File: config.mk
export PLATFORM = sky130hd
export DESIGN_NAME = alu_share_arbiter
export DESIGN_NICKNAME = d
export VERILOG_FILES = /design/src/rtl/alu_share_arbiter_pkg.sv /design/src/rtl/alu_share_arbiter_rr_arbiter.sv /design/src/rtl/alu_share_arbiter.sv
export SDC_FILE = /design/constraint.sdc
export NUM_CORES = 1
export LEC_CHECK = 0
export ABC_AREA = 1
export BUFFER_PORTS_ARGS = -buffer_cell sky130_fd_sc_hd__clkbuf_2
export CAP_MARGIN = 20
export CORE_AREA = 2 2 209 211
export CTS_CLUSTER_SIZE = 24
export DETAILED_ROUTE_END_ITERATION = 10
export DIE_AREA = 0 0 211 213
export PLACE_DENSITY_LB_ADDON = 0.08
export SYNTH_ARGS = -nofsm -noshare
export SYNTH_HDL_FRONTEND = slang
export SYNTH_HIERARCHICAL = 1
export SYNTH_SLANG_ARGS = --single-unit
File: constraint.sdc
create_clock -name clk -period 1.7 [get_ports clk]
set_input_delay 0.085 -clock clk [delete_from_list [all_inputs] [get_ports clk]]
set_output_delay 0.085 -clock clk [all_outputs]
set_load 0.02 [all_outputs]
File: src/rtl/alu_share_arbiter_pkg.sv
// Shared definitions for the ALU-sharing arbiter.
//   XLEN_DEFAULT : default operand/result width
//   ALU_CTRL_W   : width of the alu_ctrl code
//   alu_ctrl_e   : ALU control codes driven onto alu.alu_ctrl
//   rsp_state_e  : response-register occupancy state
package alu_share_arbiter_pkg;

  localparam int XLEN_DEFAULT = 64;
  localparam int ALU_CTRL_W   = 4;

  typedef enum logic [ALU_CTRL_W-1:0] {
    ALU_AND = 4'b0000,
    ALU_OR  = 4'b0001,
    ALU_ADD = 4'b0010,
    ALU_SUB = 4'b0110
  } alu_ctrl_e;

  typedef enum logic {
    ST_EMPTY = 1'b0,
    ST_FULL  = 1'b1
  } rsp_state_e;

endpackage

File: src/rtl/alu_share_arbiter_rr_arbiter.sv
// Round-robin priority picker, purely combinational.
//   req_i : request vector, one bit per requester
//   ptr_i : highest-priority index this cycle (always < NREQ)
//   gnt_o : one-hot grant (zero when no request)
//   idx_o : index of the granted requester
//   any_o : at least one request was granted
module rr_arbiter #(
  parameter int NREQ = 2,
  parameter int IDW  = 3
) (
  input  logic [NREQ-1:0] req_i,
  input  logic [IDW-1:0]  ptr_i,
  output logic [NREQ-1:0] gnt_o,
  output logic [IDW-1:0]  idx_o,
  output logic            any_o
);

  logic found;

  // Two ascending passes: indices at/after the pointer first, then the
  // wrapped-around indices below it. The first hit in that order wins.
  // NOTE: every output gets a default at the top of always_comb so no path
  // leaves a value unassigned, which would otherwise infer a latch.
  always_comb begin
    gnt_o = '0;
    idx_o = '0;
    found = 1'b0;
    for (int i = 0; i < NREQ; i++) begin
      if (!found && req_i[i] && (IDW'(i) >= ptr_i)) begin
        found    = 1'b1;
        gnt_o[i] = 1'b1;
        idx_o    = IDW'(i);
      end
    end
    for (int i = 0; i < NREQ; i++) begin
      if (!found && req_i[i] && (IDW'(i) < ptr_i)) begin
        found    = 1'b1;
        gnt_o[i] = 1'b1;
        idx_o    = IDW'(i);
      end
    end
    any_o = found;
  end

endmodule

File: src/rtl/alu_share_arbiter.sv
// Shares a single combinational ALU between NREQ requesters.
// Round-robin grant with an optional per-op lock, valid/ready handshakes on
// both sides, and a one-entry response register (latency 1).
//   clk, rst                 : clock, synchronous active-high reset
//   req_valid/lock/in1/in2/ctrl : per-requester op (fields packed by index)
//   req_ready                : one-hot (or zero) accept strobe
//   alu_in1/in2/ctrl         : operands/control to the ALU, zero when idle
//   alu_result/zero          : combinational ALU outputs
//   rsp_valid/id/result/zero : registered response, rsp_ready to drain it
module alu_share_arbiter
  import alu_share_arbiter_pkg::*;
#(
  parameter int NREQ = 2,
  parameter int XLEN = XLEN_DEFAULT,
  parameter int IDW  = 3
) (
  input  logic                       clk,
  input  logic                       rst,
  input  logic [NREQ-1:0]            req_valid,
  input  logic [NREQ-1:0]            req_lock,
  input  logic [NREQ*XLEN-1:0]       req_in1,
  input  logic [NREQ*XLEN-1:0]       req_in2,
  input  logic [NREQ*ALU_CTRL_W-1:0] req_ctrl,
  output logic [NREQ-1:0]            req_ready,
  output logic [XLEN-1:0]            alu_in1,
  output logic [XLEN-1:0]            alu_in2,
  output logic [ALU_CTRL_W-1:0]      alu_ctrl,
  input  logic [XLEN-1:0]            alu_result,
  input  logic                       alu_zero,
  output logic                       rsp_valid,
  output logic [IDW-1:0]             rsp_id,
  output logic [XLEN-1:0]            rsp_result,
  output logic                       rsp_zero,
  input  logic                       rsp_ready
);

  rsp_state_e      state_q;
  logic [IDW-1:0]  ptr_q, ptr_d;
  logic            lock_valid_q;
  logic [IDW-1:0]  lock_id_q;

  logic            can_accept;
  logic            lock_hit;
  logic [NREQ-1:0] rr_gnt;
  logic [IDW-1:0]  rr_idx;
  logic            rr_any;
  logic [NREQ-1:0] gnt;
  logic [IDW-1:0]  gnt_idx;
  logic            gnt_any;

  assign rsp_valid  = (state_q == ST_FULL);
  // Draining and refilling in the same cycle keeps full throughput.
  assign can_accept = !rsp_valid || rsp_ready;

  rr_arbiter #(.NREQ(NREQ), .IDW(IDW)) u_rr (
    .req_i (req_valid),
    .ptr_i (ptr_q),
    .gnt_o (rr_gnt),
    .idx_o (rr_idx),
    .any_o (rr_any)
  );

  // Locked owner still requesting; a loop compare avoids indexing req_valid
  // with an id wider than the vector needs.
  always_comb begin
    lock_hit = 1'b0;
    for (int i = 0; i < NREQ; i++) begin
      if (lock_valid_q && req_valid[i] && (lock_id_q == IDW'(i))) lock_hit = 1'b1;
    end
  end

  always_comb begin
    gnt     = '0;
    gnt_idx = '0;
    gnt_any = 1'b0;
    if (!rst && can_accept) begin
      if (lock_hit) begin
        for (int i = 0; i < NREQ; i++) gnt[i] = (lock_id_q == IDW'(i));
        gnt_idx = lock_id_q;
        gnt_any = 1'b1;
      end else begin
        gnt     = rr_gnt;
        gnt_idx = rr_idx;
        gnt_any = rr_any;
      end
    end
  end

  assign req_ready = gnt;

  // Operand mux; an idle cycle drives all-zero operands and ctrl 4'b0000.
  always_comb begin
    alu_in1  = '0;
    alu_in2  = '0;
    alu_ctrl = '0;
    for (int i = 0; i < NREQ; i++) begin
      if (gnt[i]) begin
        alu_in1  = req_in1[i*XLEN +: XLEN];
        alu_in2  = req_in2[i*XLEN +: XLEN];
        alu_ctrl = req_ctrl[i*ALU_CTRL_W +: ALU_CTRL_W];
      end
    end
  end

  assign ptr_d = (gnt_idx == IDW'(NREQ-1)) ? '0 : gnt_idx + IDW'(1);

  // NOTE: all state here uses non-blocking assignments so every register
  // samples pre-edge values regardless of statement order.
  always_ff @(posedge clk) begin
    if (rst) begin
      state_q      <= ST_EMPTY;
      rsp_id       <= '0;
      rsp_result   <= '0;
      rsp_zero     <= 1'b0;
      ptr_q        <= '0;
      lock_valid_q <= 1'b0;
      lock_id_q    <= '0;
    end else begin
      if (gnt_any) begin
        rsp_id       <= gnt_idx;
        rsp_result   <= alu_result;
        rsp_zero     <= alu_zero;
        ptr_q        <= ptr_d;
        lock_valid_q <= |(req_lock & gnt);
        lock_id_q    <= gnt_idx;
      end else if (can_accept && lock_valid_q && !lock_hit) begin
        lock_valid_q <= 1'b0;
      end

      case (state_q)
        ST_EMPTY: if (gnt_any)                state_q <= ST_FULL;
        ST_FULL:  if (rsp_ready && !gnt_any) state_q <= ST_EMPTY;
      endcase
    end
  end

endmodule
==> results of run 1 <==
==> final timing paths <==
check                           slack, ps            from             end
worst min register to register        460  rsp_result[61]  rsp_result[61]
worst max-delay path                 -410    lock_id_q[2]     alu_in2[40]
worst max register to register       -140    lock_id_q[2]    lock_valid_q
worst min-delay path                   90     req_lock[0]    lock_valid_q
==> stage by stage <==
stage,util,total power [mW]
CTS,0.2361,7.002
floorplan,-,3.190
finish,0.2793,7.520
detailed placement,0.1927,4.383
global placement,0.1927,4.404
global route,0.2792,7.953
==> what timing repair did <==
item,in CTS,in global routing
hold buffers,66,0
gates resized for setup,163,523
cloned,9,18
endpoints found under the setup margin,189,203
pin swaps,12,93
endpoints found under the hold margin,68,0
buffers inserted,3,7
==> cell usage after synthesis (all sizes together) (4+ instances only) <==
cell type | n | area share
nor2 | 18 | 0.018
nand3 | 203 | 0.22
clkbuf | 13 | 0.010
nand2 | 427 | 0.34
buf | 53 | 0.070
o21ai | 4 | 0.0043
a21oi | 4 | 0.0051
dfxtp | 73 | 0.31
inv | 16 | 0.013
==> registers in the layout (all words and copies together), names as in the netlist <==
name,cells
rsp_result,64
lock_id_q,3
ptr_q,3
lock_valid_q,1
rsp_valid,1
rsp_zero,1
==> routing by layer <==
metal	part of all wire	routed length, um
met5	0	0
met3	0.072	2557
met2	0.53	18880
met1	0.38	13660
met4	0.016	579
==> cell families (layout without fill, tap and decap cells) <==
family                 count (synthesis)  count (layout)  synth area share
and+or+nand+nor                      650             650            0.5822
buffers and inverters                 83             717           0.09431
DFF                                   73              73            0.3120
AOI/OAI and AO/OA                      9               9           0.01069
other                                  1               7         0.0008007
==> tightest hold or removal path: cells and delay by family <==
kind          cells  cell delay, ps
simple gates      4             250
buf+inv           1              80
==> layout make-up <==
type,count,area (sq um),share of cell area
diodes,5,12.51,0.001049
clock buffers,12,246.5,0.02067
clock inverters,3,65.06,0.005456
inverters,17,83.83,0.007030
multi-input cells,661,3597,0.3017
flip-flops and latches,73,1469,0.1232
well taps,546,683.2,0.05729
repair buffers,685,5767,0.4836
==> power groups by stage <==
stage	registers, mW	logic, mW	clock network [mW]
after floorplan	2.16	1.03	0
after global placement	1.99	2.42	0
after detailed placement	1.99	2.39	0
after CTS	1.95	2.86	2.19
after global routing	1.98	3.73	2.24
final	1.96	3.48	2.08
==> summary by stage, run 1 <==
Worst setup path
The worst endpoint required time is 1620 ps. For the worst setup path, the data arrival time is 2020 ps. The type of the worst setup path is reg2out. The most frequent cell on the critical path is nor2_4.

The kind of cell with the highest combined delay on the critical path is buffers and inverters. Traced cell by cell, the critical path runs through nor2_4 -> nand3_4 -> nand2_4 -> nor2_4 -> buf_12 -> inv_12 -> bufbuf_16 -> nand3_1 -> nand2_1 -> clkbuf_8. For the worst flop-to-flop path, the logic depth is 13. The worst setup path is launched from a flop. The largest driver fanout on the critical path is 10. The longest individual stage delay on the worst path is 330 ps.

The slowest stage of the critical path belongs to the cell dfxtp_2. The element type at the critical path end is an output pin. The worst path buffer plus inverter count is 4. The critical path runs through a total of 10 cells.

Pwr
In this run the static leakage power is 6.386 nW. The share of total power in sequential cells is 0.260. Of the total power, the clock network draws 0.277. For this design the total switching power over the nets is 2.662 mW. The share of power burned in combinational logic is 0.463. The fraction of power spent switching nets is 0.3540.

The internal power is 4.858 mW. The peak supply drop is 0.0004748 V. The total power density per cell area is 630.7 nW/um^2.

Run status
The run finished, with violations left. The checks that failed: negative setup slack.

STA
For this run, the top clock speed supported by timing is 474.1 MHz. The tightest hold path in the finished design has a slack of 85.45 ps. In the finished design, the share of the clock period the worst path needs comes to 1.241. The max-slew violation total from the final report is 0. The worst max-slew margin expressed relative to the limit is 0.4307. The minimum setup slack in the final design is -409.2 ps. The count of endpoints failing hold in the final timing report was 0. The actual slew at the worst max-slew pin is 853.9 ps. Across the routed clock network, the largest skew measured is 8.042 ps. For the final routed database, the setup TNS stands at -47760 ps.

The post-layout minimum cycle time is 2109 ps. Setup repair after global routing could not meet its margin everywhere. Setup violations remaining at the end of the flow were counted as 135.

Place
The HPWL after detailed placement is 26230 um. The worst slack after detailed placement is -116.5 ps. The placed instance count is 1879.

The placed instance area is 8228 sq um. The global placer's final weighted congestion is 0.8201. The count of buffers added on input and output ports is 538.

Yosys
The number of distinct standard cells referenced by the synthesized netlist is 23. The synthesized instance count is 816. The mapped cell area is 4683 sq um. During synthesis, Yosys emitted a total of 6 warnings. Counting flops with an async set or reset pin after synthesis yields a share of 0. Of the synthesized area, sequential elements account for 0.3120. For this run, the leading register cell type out of synthesis is dfxtp_1. The synthesized design contains 0 enable-type register cells. The average instance area after synthesis is 5.739 sq um.

The register bit count reported by yosys is 73.

Detailed routing
The first detailed-routing pass ran for 4 iterations. In this run, the number of DRC markers left after iteration 0 of detailed routing was 278. The total DRC errors in the routed layout is 0. The routed wire length is 35680 um. For this block, the via count after detailed routing is 7741. Dividing the detail-routed wire length by the instance count gives 17.82 um. The vias per cell is 3.867.

The count of nets left with antenna violations once routing finished came out at 0.

Clock network
The H-tree depth reported by CTS is 3. The maximum number of buffers from clock root to sink is 2. The clock sink count is 73.

The clock tree from TritonCTS is done. Counting the buffers created by CTS gives 9. Clock-pin slew was measured on the worst setup and hold paths at 60 ps.

The clock root buffer is clkbuf_16. The latest clock arrival within the worst-skew pair is 350 ps.

Die
The floorplan die height is 213 um. The area of the core is 42700 sq um. The starting utilization of the core area is 0.1097. In this run the core area contains 76 standard-cell rows. The width of the die is 211 um. The number of ports placed on the die boundary is 539. The die covers 44940 sq um.

Finish
Relative to the synthesized area, the layout overhead comes to 154.6%. The count of cells in the finished layout, fillers not included, comes to 2002. In the layout the commonest cells are 407 x clkbuf_2, 251 x nand2_1, 171 x nand3_1. The library cell used most frequently in the layout, excluding fill and tap cells, is clkbuf_2. With fillers left out, the area of the finished cells amounts to 11920 sq um. In the final layout, the share of cells above drive strength 1 is 0.5934.

The fill cell total of the finished layout is 4753. The number of nets in the final layout is 1783.

Min path
The min-delay analysis places its worst path in the category in2reg. The worst hold path cell count is 5.

GRT
The total global routing track utilization is 0.1387. After global routing, the most crowded layer is met2. The first-pass GRT wire length is 46420 um.

Global routing finished with a remaining overflow of 0. The via count of the first global-routing pass is 7374. For this run, global-route usage on met2 was measured as 0.2500. In the global route stage, met1 resource usage came out at 0.1572. Entering global routing, the biggest net connects 71 pins.

For this run, global-route usage on met3 was measured as 0.04074. The number of antenna violations at the first check in global routing was 4.

Job
Across the run, the number of max-cap violations was 0.
Note: power is estimated with default switching activity, not from simulation.
==> run 2, diff against run 1 <==
CTS_BUF_LIST = sky130_fd_sc_hd__clkbuf_16   (was default)
==> run 2 against run 1 <==
  * The run still ends with negative setup slack left
  * Sequential power is essentially flat
  * Register-to-register slack is essentially flat
  * Cell count is essentially flat
  * Via count grew 0.17%
  * Clock skew is essentially flat
  * Flip-flop and latch count is the same
  * Critical path depth is the same
  * Critical endpoint unchanged
  * Largest power group unchanged
==> summary by stage, run 2 (synthesis results as in run 1) <==
Run status
Result of the run: finished with violations (unchanged). Violated checks: negative setup slack (unchanged).

Worst setup path
The largest driver fanout on the critical path is 10 (unchanged). The element type at the critical path end is an output pin (unchanged). The startpoint type of the worst setup path is a flop (unchanged).

The signal arrival time at the worst endpoint is 2030 ps (was 2020 ps). CP cell instances: nor2_4 -> nand3_4 -> nand2_4 -> nor2_4 -> buf_12 -> inv_12 -> bufbuf_16 -> nand3_1 -> nand2_1 -> clkbuf_8 (unchanged). The standard cell with the maximum stage delay on the critical path is dfxtp_2 (unchanged).

The worst endpoint required time is 1620 ps (about the same). The most frequent cell on the critical path is nor2_4 (unchanged). The longest individual stage delay on the worst path is 330 ps (about the same). The type of the worst setup path is reg2out (unchanged).

Detailed routing
The average wire per cell in the routed design came to 17.81 um (was 17.82 um). The detailed-routing iteration count for the pre-antenna-repair pass came to 4 (unchanged). The count of antenna-violating nets left after detailed routing was 0 (unchanged). The total DRC errors in the routed layout is 0 (unchanged).

The routed wire length is 35640 um (was 35680 um). The DRC violation total after the first TritonRoute iteration came to 311 (was 278). The count of vias placed by the detailed router was 7754 (was 7741). The vias per cell is 3.875 (was 3.867).

STA
The final setup violation count is 135 (unchanged). The total negative slack is -47610 ps (was -47760 ps). The minimum setup slack in the final design is -411.0 ps (was -409.2 ps). The final cycle utilization of the critical path came to 1.242 (was 1.241).

Setup repair after global routing missed its margin: yes (unchanged). The actual slew at the worst max-slew pin is 857.8 ps (was 853.9 ps). The highest clock rate is 473.7 MHz (was 474.1 MHz).

The clock tree skew after final layout is 8.033 ps (was 8.042 ps). The max-slew violation total from the final report is 0 (unchanged). The post-layout minimum cycle time came to 2111 ps (was 2109 ps). The worst max-slew margin expressed relative to the limit was 0.4282 (was 0.4307). The count of endpoints failing hold in the final timing report was 0 (unchanged).

Clock network
The H-tree depth reported by CTS was 3 (unchanged). The CTS buffer count was 9 (unchanged). The latest clock arrival within the worst-skew pair is 350 ps (about the same). The clock root buffer is clkbuf_16 (unchanged). The clock-pin transition on the worst setup and hold timing paths is 60 ps (about the same). The clock tree from TritonCTS is done (unchanged). The clock sink count was 73 (unchanged). The maximum number of buffers from clock root to sink is 2 (unchanged).

Finish
Registers with the most flip-flops: rsp_result x64, lock_id_q x3, ptr_q x3 (unchanged). The final instance count without filler cells is 2001 (was 2002). The most common cell after layout, fill and taps aside is clkbuf_2 (unchanged). The post-route standard cell area excluding fillers is 11910 sq um (was 11920 sq um). The ratio of cells with drive above 1 in the final layout was 0.5927 (was 0.5934). The signed area change from the synthesized netlist to the final layout is 154.3% (was 154.6%). The number of flip-flops under the largest register name is 64 (unchanged). Most frequent cells in the layout: 407 x clkbuf_2, 251 x nand2_1, 171 x nand3_1 (unchanged). The largest register by flop count is rsp_result (unchanged).

The post-route core utilization is 0.2790 (was 0.2793). The number of nets in the final layout is 1783 (unchanged).

Die
The standard-cell row count was 76 (unchanged). The floorplan die height is 213 um (unchanged). The width of the die is 211 um (unchanged).

The starting utilization of the core area is 0.1097 (unchanged). The die footprint came to 44940 sq um (unchanged). The number of ports placed on the die boundary was 539 (unchanged). The area of the core is 42700 sq um (unchanged).

Min path
The class of the tightest hold or removal check is in2reg (unchanged).

Pwr
The overall power of the completed layout is 7.460 mW (was 7.520 mW). The leakage power total is 6.389 nW (was 6.386 nW). The peak supply drop is 0.0004672 V (was 0.0004748 V). The total power density per cell area is 626.3 nW/um^2 (was 630.7 nW/um^2).

GRT
The most heavily used metal layer in global routing is met2 (unchanged). The total global routing track utilization came to 0.1387 (unchanged). The via count of the first global-routing pass is 7374 (unchanged). The first-pass GRT wire length was 46420 um (unchanged). The number of antenna violations at the first check in global routing was 4 (unchanged). The routing usage on met2 is 0.2500 (unchanged). The global-route met3 utilization is 0.04074 (unchanged). The overflow left after global routing came to 0 (unchanged). The maximum number of pins on one net before global-route repair was 71 (unchanged). The met1 usage was 0.1572 (unchanged).

Job
The number of violations of the max-capacitance limit came to 0 (unchanged).

Place
The global placer's final weighted congestion is 0.8201 (unchanged). The placed instance count came to 1879 (unchanged). The count of input and output buffers is 538 (unchanged). The placed instance area came to 8228 sq um (unchanged). The HPWL after detailed placement is 26230 um (unchanged).
-- run 2: cell count changes in the layout (fill, tap and decap cells not counted), sizes merged --
cell    previous run  this run
clkbuf           445       442
diode              5         4
clkinv             2         3
inv               16        18
-- run 2: routing by layer --
layer / up-vias / wire [um] / part of all wire
met3: 27 / 2511 / 0.070
li1: 3869 / - / -
met2: 302 / 18900 / 0.53
met4: 0 / 567 / 0.016
met5: - / 0 / 0
met1: 3556 / 13660 / 0.38
-- run 2: stage by stage --
step	setup slack, ps	hold slack, ps
after global routing	-526.1	117.4
final	-411.0	83.48
after detailed placement	-116.5	284.4
after floorplan	76.36	154.1
after CTS	-475.0	154.8
after global placement	-92.60	279.9
-- run 2: what timing repair did --
item | in CTS | in global routing
setup buffers | 3 | 7
gates resized for setup | 163 | 523
pin swaps | 12 | 93
hold endpoints to repair | 68 | 0
setup endpoints to repair | 189 | 203
hold buffers | 66 | 0
cloned | 9 | 18
-- run 2: path summary, 6_finish.rpt --
path / startpoint / end / slack (ps) / cells past startpoint
worst max-delay path: lock_id_q[2] / alu_in2[40] / -410 / 10
worst min-delay path: req_lock[0] / lock_valid_q / 80 / 5
worst max register to register: lock_id_q[2] / lock_valid_q / -140 / 13
worst min register to register: rsp_result[61] / rsp_result[61] / 460 / 2
-- run 2: worst max-delay path: cells and delay by family, from the launching register on --
| family | cells | cell delay, ps |
|---|---|---|
| buffers and inverters | 4 | 680 |
| DFF | 1 | 330 |
| and+or+nand+nor | 6 | 650 |
-- run 2: final cells by class --
| type | instances | area (sq um) |
|---|---|---|
| sequential | 73 | 1469 |
| timing repair buffer | 685 | 5767 |
| multi-input combinational | 661 | 3597 |
| inverter | 17 | 83.83 |
| clock buffer | 9 | 225.2 |
| tap | 546 | 683.2 |
| fill | 4755 | 30780 |
| clock inverter | 6 | 76.32 |
| antenna | 4 | 10.01 |
-- run 2: report_power, final --
group          leakage [nW]  switching [mW]  total, mW  internal [mW]
combinational          5.63            1.81       3.48           1.67
clock                 0.155           0.767       2.03           1.26
sequential            0.608          0.0849       1.96           1.87
total                  6.39            2.66       7.46           4.80
